**src/rtl/store_drain_buffer_pkg.sv**
```systemverilog
// Shared store-buffer types: access-size encodings, the buffered entry layout and drain FSM states.
// The load unit uses the same SZ_* encodings.
package store_drain_buffer_pkg;

  localparam int ROB_W = 4;

  localparam logic [1:0] SZ_BYTE = 2'b00;
  localparam logic [1:0] SZ_HALF = 2'b01;
  localparam logic [1:0] SZ_WORD = 2'b10;

  typedef struct packed {
    logic [29:0]      waddr;
    logic [31:0]      wdata;
    logic [3:0]       be;
    logic [ROB_W-1:0] rob;
  } sb_entry_t;

  typedef enum logic {
    ST_IDLE,
    ST_WRITE
  } drain_state_t;

endpackage

```
**src/rtl/store_drain_buffer_if.sv**
```systemverilog
// Bundle of the commit, dmem write, load-check and status signals of the store drain buffer.
interface store_drain_buffer_if
  import store_drain_buffer_pkg::*;
#(
  parameter int DEPTH = 4
);
  localparam int CW = $clog2(DEPTH) + 1;

  logic             commit_valid;
  logic             commit_ready;
  logic [31:0]      commit_addr;
  logic [31:0]      commit_data;
  logic [1:0]       commit_size;
  logic [ROB_W-1:0] commit_rob;

  logic             mem_wr_en;
  logic [31:0]      mem_addr;
  logic [31:0]      mem_wdata;
  logic [3:0]       mem_be;
  logic             mem_ack;

  logic             ld_query_valid;
  logic [31:0]      ld_query_addr;
  logic [1:0]       ld_query_size;
  logic             ld_conflict;
  logic             ld_hit;
  logic [31:0]      ld_data;

  logic             drained;
  logic [CW-1:0]    count;

  modport slave (
    input  commit_valid, commit_addr, commit_data, commit_size, commit_rob,
    input  mem_ack, ld_query_valid, ld_query_addr, ld_query_size,
    output commit_ready, mem_wr_en, mem_addr, mem_wdata, mem_be,
    output ld_conflict, ld_hit, ld_data, drained, count
  );

  modport master (
    output commit_valid, commit_addr, commit_data, commit_size, commit_rob,
    output mem_ack, ld_query_valid, ld_query_addr, ld_query_size,
    input  commit_ready, mem_wr_en, mem_addr, mem_wdata, mem_be,
    input  ld_conflict, ld_hit, ld_data, drained, count
  );

endinterface

```
**src/rtl/store_drain_buffer_sb_lane_encode.sv**
```systemverilog
// Combinational lane encoder: byte enables and lane-replicated data from address offset and size.
module sb_lane_encode
  import store_drain_buffer_pkg::*;
(
  input  logic [1:0]  addr_lo,
  input  logic [1:0]  size,
  input  logic [31:0] data,
  output logic [3:0]  be,
  output logic [31:0] wdata
);

  always_comb begin
    be    = 4'hF;
    wdata = data;
    case (size)
      SZ_BYTE: begin
        be    = 4'b0001 << addr_lo;
        wdata = {4{data[7:0]}};
      end
      SZ_HALF: begin
        be    = 4'b0011 << {addr_lo[1], 1'b0};
        wdata = {2{data[15:0]}};
      end
      default: begin
        be    = 4'hF;
        wdata = data;
      end
    endcase
  end

endmodule

```
**src/rtl/store_drain_buffer.sv**
```systemverilog
// Post-commit store FIFO draining to dmem one store per acked cycle; write request 1 cycle after enqueue,
// commit stalls at DEPTH entries. `STORE_BUF_FWD_EN adds youngest-entry load forwarding.
module store_drain_buffer
  import store_drain_buffer_pkg::*;
#(
  parameter int DEPTH = 4
)(
  input  logic                 clk,
  input  logic                 reset,
  store_drain_buffer_if.slave  bus
);

  localparam int PW = $clog2(DEPTH);
  localparam int CW = PW + 1;
  localparam logic [CW-1:0] DEPTH_C = CW'(DEPTH);

  sb_entry_t         ent [DEPTH];
  logic [PW-1:0]     head, tail;
  logic [CW-1:0]     cnt;
  drain_state_t      state, state_nxt;

  logic [3:0]        st_be, ld_be;
  logic [31:0]       st_wdata, ld_wdata_unused;
  logic [ROB_W-1:0]  head_rob_unused;
  logic              enq, pop;
  logic [DEPTH-1:0]  ovl;

  sb_lane_encode u_st_enc (
    .addr_lo (bus.commit_addr[1:0]),
    .size    (bus.commit_size),
    .data    (bus.commit_data),
    .be      (st_be),
    .wdata   (st_wdata)
  );

  sb_lane_encode u_ld_enc (
    .addr_lo (bus.ld_query_addr[1:0]),
    .size    (bus.ld_query_size),
    .data    (32'h0),
    .be      (ld_be),
    .wdata   (ld_wdata_unused)
  );

  // No bypass: a drain completing this cycle does not free a slot for this cycle's commit.
  assign bus.commit_ready = (cnt < DEPTH_C);
  assign enq = bus.commit_valid && bus.commit_ready;
  assign pop = (state == ST_WRITE) && bus.mem_ack;

  always_ff @(posedge clk) begin
    if (!reset) begin
      head  <= '0;
      tail  <= '0;
      cnt   <= '0;
      state <= ST_IDLE;
    end else begin
      state <= state_nxt;
      if (enq) begin
        ent[tail] <= '{waddr: bus.commit_addr[31:2], wdata: st_wdata,
                       be: st_be, rob: bus.commit_rob};
        tail      <= tail + PW'(1);
      end
      if (pop) head <= head + PW'(1);
      case ({enq, pop})
        2'b10:   cnt <= cnt + CW'(1);
        2'b01:   cnt <= cnt - CW'(1);
        default: cnt <= cnt;
      endcase
    end
  end

  always_comb begin
    state_nxt = state;
    case (state)
      ST_IDLE:  if (cnt != '0 || enq) state_nxt = ST_WRITE;
      ST_WRITE: if (pop && cnt == CW'(1) && !enq) state_nxt = ST_IDLE;
      default:  state_nxt = ST_IDLE;
    endcase
  end

  assign bus.mem_wr_en = (state == ST_WRITE);
  assign bus.mem_addr  = bus.mem_wr_en ? {ent[head].waddr, 2'b00} : 32'h0;
  assign bus.mem_wdata = bus.mem_wr_en ? ent[head].wdata : 32'h0;
  assign bus.mem_be    = bus.mem_wr_en ? ent[head].be : 4'h0;
  assign bus.drained   = (cnt == '0) && (state == ST_IDLE);
  assign bus.count     = cnt;
  assign head_rob_unused = ent[head].rob;

  // ovl is indexed by age: bit 0 is the head (oldest, possibly in flight to dmem).
  always_comb begin
    ovl = '0;
    for (int k = 0; k < DEPTH; k++) begin
      ovl[k] = (CW'(k) < cnt)
            && (ent[head + PW'(k)].waddr == bus.ld_query_addr[31:2])
            && ((ent[head + PW'(k)].be & ld_be) != 4'h0);
    end
  end

`ifdef STORE_BUF_FWD_EN
  logic [3:0]  y_be;
  logic [31:0] y_data;

  always_comb begin
    y_be   = 4'h0;
    y_data = 32'h0;
    for (int k = 0; k < DEPTH; k++) begin
      if (ovl[k]) begin
        y_be   = ent[head + PW'(k)].be;
        y_data = ent[head + PW'(k)].wdata;
      end
    end
  end

  always_comb begin
    bus.ld_hit      = 1'b0;
    bus.ld_conflict = 1'b0;
    bus.ld_data     = 32'h0;
    if (bus.ld_query_valid && (ovl != '0)) begin
      if ((y_be & ld_be) == ld_be) begin
        bus.ld_hit  = 1'b1;
        bus.ld_data = y_data & {{8{y_be[3]}}, {8{y_be[2]}}, {8{y_be[1]}}, {8{y_be[0]}}};
      end else begin
        bus.ld_conflict = 1'b1;
      end
    end
  end
`else
  assign bus.ld_hit      = 1'b0;
  assign bus.ld_data     = 32'h0;
  assign bus.ld_conflict = bus.ld_query_valid && (ovl != '0);
`endif

endmodule

```
**src/flat_wrapper.sv**
```systemverilog
// flat-port wrapper written by rule: the top's interface ports become plain ports
module store_drain_buffer_flat import store_drain_buffer_pkg::*;
#(
  parameter int DEPTH = 4
)
  (clk, reset, bus_commit_valid, bus_commit_addr, bus_commit_data, bus_commit_size, bus_commit_rob, bus_mem_ack, bus_ld_query_valid, bus_ld_query_addr, bus_ld_query_size, bus_commit_ready, bus_mem_wr_en, bus_mem_addr, bus_mem_wdata, bus_mem_be, bus_ld_conflict, bus_ld_hit, bus_ld_data, bus_drained, bus_count);
  store_drain_buffer_if #(.DEPTH(DEPTH)) bus_i ();
  input  logic clk;
  input  logic reset;
  input wire logic [$bits(bus_i.commit_valid)-1:0] bus_commit_valid;
  input wire logic [$bits(bus_i.commit_addr)-1:0] bus_commit_addr;
  input wire logic [$bits(bus_i.commit_data)-1:0] bus_commit_data;
  input wire logic [$bits(bus_i.commit_size)-1:0] bus_commit_size;
  input wire logic [$bits(bus_i.commit_rob)-1:0] bus_commit_rob;
  input wire logic [$bits(bus_i.mem_ack)-1:0] bus_mem_ack;
  input wire logic [$bits(bus_i.ld_query_valid)-1:0] bus_ld_query_valid;
  input wire logic [$bits(bus_i.ld_query_addr)-1:0] bus_ld_query_addr;
  input wire logic [$bits(bus_i.ld_query_size)-1:0] bus_ld_query_size;
  output wire logic [$bits(bus_i.commit_ready)-1:0] bus_commit_ready;
  output wire logic [$bits(bus_i.mem_wr_en)-1:0] bus_mem_wr_en;
  output wire logic [$bits(bus_i.mem_addr)-1:0] bus_mem_addr;
  output wire logic [$bits(bus_i.mem_wdata)-1:0] bus_mem_wdata;
  output wire logic [$bits(bus_i.mem_be)-1:0] bus_mem_be;
  output wire logic [$bits(bus_i.ld_conflict)-1:0] bus_ld_conflict;
  output wire logic [$bits(bus_i.ld_hit)-1:0] bus_ld_hit;
  output wire logic [$bits(bus_i.ld_data)-1:0] bus_ld_data;
  output wire logic [$bits(bus_i.drained)-1:0] bus_drained;
  output wire logic [$bits(bus_i.count)-1:0] bus_count;
  assign bus_i.commit_valid = bus_commit_valid;
  assign bus_i.commit_addr = bus_commit_addr;
  assign bus_i.commit_data = bus_commit_data;
  assign bus_i.commit_size = bus_commit_size;
  assign bus_i.commit_rob = bus_commit_rob;
  assign bus_i.mem_ack = bus_mem_ack;
  assign bus_i.ld_query_valid = bus_ld_query_valid;
  assign bus_i.ld_query_addr = bus_ld_query_addr;
  assign bus_i.ld_query_size = bus_ld_query_size;
  assign bus_commit_ready = bus_i.commit_ready;
  assign bus_mem_wr_en = bus_i.mem_wr_en;
  assign bus_mem_addr = bus_i.mem_addr;
  assign bus_mem_wdata = bus_i.mem_wdata;
  assign bus_mem_be = bus_i.mem_be;
  assign bus_ld_conflict = bus_i.ld_conflict;
  assign bus_ld_hit = bus_i.ld_hit;
  assign bus_ld_data = bus_i.ld_data;
  assign bus_drained = bus_i.drained;
  assign bus_count = bus_i.count;
  store_drain_buffer #(.DEPTH(DEPTH)) u_core (.clk(clk), .reset(reset), .bus(bus_i));
endmodule
```
**config.mk**
```make
export PLATFORM = sky130hd
export DESIGN_NAME = store_drain_buffer_flat
export DESIGN_NICKNAME = d
export VERILOG_FILES = /design/src/rtl/store_drain_buffer_pkg.sv /design/src/rtl/store_drain_buffer_if.sv /design/src/rtl/store_drain_buffer_sb_lane_encode.sv /design/src/rtl/store_drain_buffer.sv /design/src/flat_wrapper.sv
export SDC_FILE = /design/constraint.sdc
export NUM_CORES = 1
export LEC_CHECK = 0
export BUFFER_PORTS_ARGS = -buffer_cell sky130_fd_sc_hd__buf_2
export CORE_ASPECT_RATIO = 0.7
export CORE_MARGIN = 1.5
export CORE_UTILIZATION = 37
export DETAILED_ROUTE_END_ITERATION = 10
export PLACE_DENSITY_LB_ADDON = 0.3
export SLEW_MARGIN = 10
export SYNTH_ARGS = -nofsm -noshare
export SYNTH_HDL_FRONTEND = slang
export SYNTH_SLANG_ARGS = --single-unit
export TNS_END_PERCENT = 50
```
**constraint.sdc**
```tcl
create_clock -name clk -period 3.1 [get_ports clk]
set_input_delay 0.155 -clock clk [delete_from_list [all_inputs] [get_ports clk]]
set_output_delay 0.155 -clock clk [all_outputs]
set_load 0.05 [all_outputs]
```
==> metrics <==
Hold Path Stages 3; Clock Latency Late Sink 560 ps; Max Clock Skew 14.2 ps; worst hold margin 35.9 ps; Pwr per Cell Area approximately 530 mW/mm2; first-pass GRT wire length 70100 um; antenna-violating nets left 0; I/O Buffers 177; Synth area leaders edfxtp_1, mux4_2, mux2i_1; Die Footprint 0.0437 mm2; final setup violation count 1; CTS H-tree lvls 1; root buffer cell clkbuf_16; vias in the first global route between 10k and 15k; area leader, netlist edfxtp_1; critical path launch point type flop; Synth Flop Type edfxtp_1; hold path start bus_commit_data[26]; Combinational Power Share 0.263; register share of total power 0.428; number of vias per cell 5.49; FF-to-FF Start u_core.bus.count[2]$_SDFFE_PN0P_; Fin Setup TNS -441 ps; number of synthesized flops with an enable pin 264; Leakage between 6 and 7 nW; gp weighted congestion approximately 0.93; die width 249 um; required time of the critical path 2940 ps; CP max-delay cell dfxtp_4; clk sink count 274; Cell Rows 62; Crit. End Element primary output; Layout area overhead 22.3%; sequential share of the synthesized area 0.518; Cell variety after synth 65; Fin. Hold Viols 0; clock slew at reported path FFs 60 ps; First-pass DRT Iterations 5; max-slew violations 0; top cell type's share of synthesized area 0.505; RR Endpoint u_core.ent[3][30]$_DFFE_PP_; critical-path cell list buf_4, buf_4, mux2i_1, mux2i_1, xnor2_1, nand3_1, nor3_2, buf_4, a41oi_1, o221ai_2, buf_6; Worst-Margin Slew ~700 ps; Layout Nets 1482; Max Cap Viol 0; internal power component 6.93 mW; CTS Buf Count 28; net switching power 3.23 mW; Routed Wire Length 48200 um; cell repeated most along the worst path buf_4; Core Region approximately 0.041 mm2; WHS Endpoint u_core.ent[2][34]$_DFFE_PP_; Async S/R FF share, synth 0; Die Y 175 um; IO Pins 217; R2R depth 3; Post-Syn Area 0.0157 mm2; routed vias 10.6k; CP Class reg -> out; Tot GR Track Use 0.217; initial core utilization 0.379; drc violations 0; Rel. slew slack 0.524; worst vdd ir ~370 uV; worst path bufs/invs 4; delay-heaviest family, CP buffers and inverters; switching share of power 0.318; TritonCTS clock tree done; share of layout cells above drive strength 1 0.351; Critical Path Fanout Max 6; unrepaired setup endpoints after global routing yes; commonest cells in the netlist edfxtp_1, mux2i_1, mux4_2, and2_1, xnor2_1; total power 10.2 mW; Reg2Reg Setup Slack 950 ps; synth warn 0; biggest cell delay along the critical path 450 ps; wire per inst between 20 and 25 um; hpwl dp 35200 um; Worst Setup Slack, final -441 ps; syn_area_per_cell 14.3 um2; Tmin final ~3500 ps; status complete, but fails checks; Seq cells post-synth around 270; FMAX 282 MHz; failing checks setup timing; FILL cells 3766; period utilisation layout 1.14; First DRT Iteration DRCs 831; largest net degree at the start of global routing 49; Hold WC Path Type in -> reg; clock network power share 0.310; Clock Tree Buf Depth 3; count leader, synth edfxtp_1; Mapped Cells roughly 1.1k; grt ovf 0; critical path arrival approximately 3400 ps; initial antenna violation count 7
==> layout make-up <==
type | instances | area [um2] | share of cell area
sequential | 274 | 8140 | 0.424
tap | 544 | 681 | 0.0355
timing repair buffer | 323 | 2390 | 0.124
clock buffer | 31 | 733 | 0.0382
clock inverter | 18 | 100 | 0.00521
multi-input combinational | 723 | 7090 | 0.369
inverter | 14 | 52.6 | 0.00274
antenna | 4 | 10.0 | 0.000521
==> power by group through the flow <==
stage | Sequential [mW] | Combinational, mW | Clock, mW
final | 4.35 | 2.67 | 3.15
after global routing | 4.36 | 2.82 | 3.35
after CTS | 4.34 | 2.63 | 3.23
after detailed placement | 4.43 | 2.52 | 0
after global placement | 4.43 | 2.52 | 0
after floorplan | 4.40 | 1.79 | 0
==> worst max path at each step <==
stage / startpoint / endpoint / cells after the start
finish: u_core.head[1]$_SDFFE_PN0P_ / bus_ld_conflict / 11
global route: flop / bus_ld_conflict / 10
CTS: u_core.head[1]$_SDFFE_PN0P_ / bus_ld_conflict / 9
detailed placement: flop / bus_ld_conflict / 8
global placement: flop / bus_ld_conflict / 8
floorplan: u_core.bus.count[2]$_SDFFE_PN0P_ / u_core.ent[0][10]$_DFFE_PP_ / 3
==> flip-flops by register name, indices dropped and copies added (netlist names), named ones only <==
name                  cells
u_core.bus.count          3
u_core.head               2
u_core.bus.mem_wr_en      1
u_core.ent              264
u_core.tail               2
==> cell families after synthesis <==
| group | share of synthesized area |
|---|---|
| compound gates | 0.0493 |
| xor+xnor | 0.0580 |
| fa+ha+maj | 0.00717 |
| buf+inv | 0.0493 |
| flops | 0.518 |
| mux | 0.247 |
| other cells | 0.000239 |
| simple gates | 0.0711 |
==> metrics by stage <==
stage,utilization,worst slack [ps],cells,area [um2]
after floorplan,-,118,1130,15800
after global placement,0.423,-90.6,1817,17500
after detailed placement,0.423,-87.9,1817,17500
after CTS,0.458,-446,1923,19000
after global routing,0.463,-478,1930,19200
final,0.463,-441,1931,19200
==> per-layer routing <==
| metal | GRT usage | up-vias | share of wire |
|---|---|---|---|
| met5 | 0 | - | 0.00035 |
| met4 | 0.0401 | 4 | 0.016 |
| met3 | 0.0556 | 47 | 0.087 |
| met2 | 0.307 | 396 | 0.42 |
| met1 | 0.335 | 5435 | 0.48 |
| li1 | - | 4722 | - |
==> timing repair <==
item                       CTS  global route
hold endpoints to repair   214             0
gates resized for setup      5            32
pin swaps                    2             9
setup endpoints to repair    1             1
cloned                       1             1
hold buffers                52             0
setup buffers                4             3
==> tightest hold or removal path: cells and delay by family <==
family | cells | cell delay (ps)
simple gates | 1 | 40
compound gates | 1 | 160
buf+inv | 1 | 80
==> layout by cell type (no fill, tap or decap), types with 5 or more instances in the layout <==
master / n
a211oi_1: 11
a21oi_1: 23
and2_1: 68
buf_12: 15
buf_2: 176
buf_4: 72
clkbuf_16: 30
clkinv_1: 8
clkinv_2: 5
conb_1: 35
dfxtp_1: 5
dlygate4sd3_1: 52
edfxtp_1: 264
ha_1: 9
inv_1: 13
mux2_2: 31
mux2i_1: 117
mux2i_2: 10
mux4_2: 100
nand2_1: 38
nand3_1: 5
nand4_1: 15
nor2_1: 27
nor2b_1: 10
nor4_1: 8
o21ai_0: 19
o221ai_1: 7
o22ai_1: 12
xnor2_1: 55
xor2_1: 44
No activity file was read; power rests on OpenSTA's default activity.
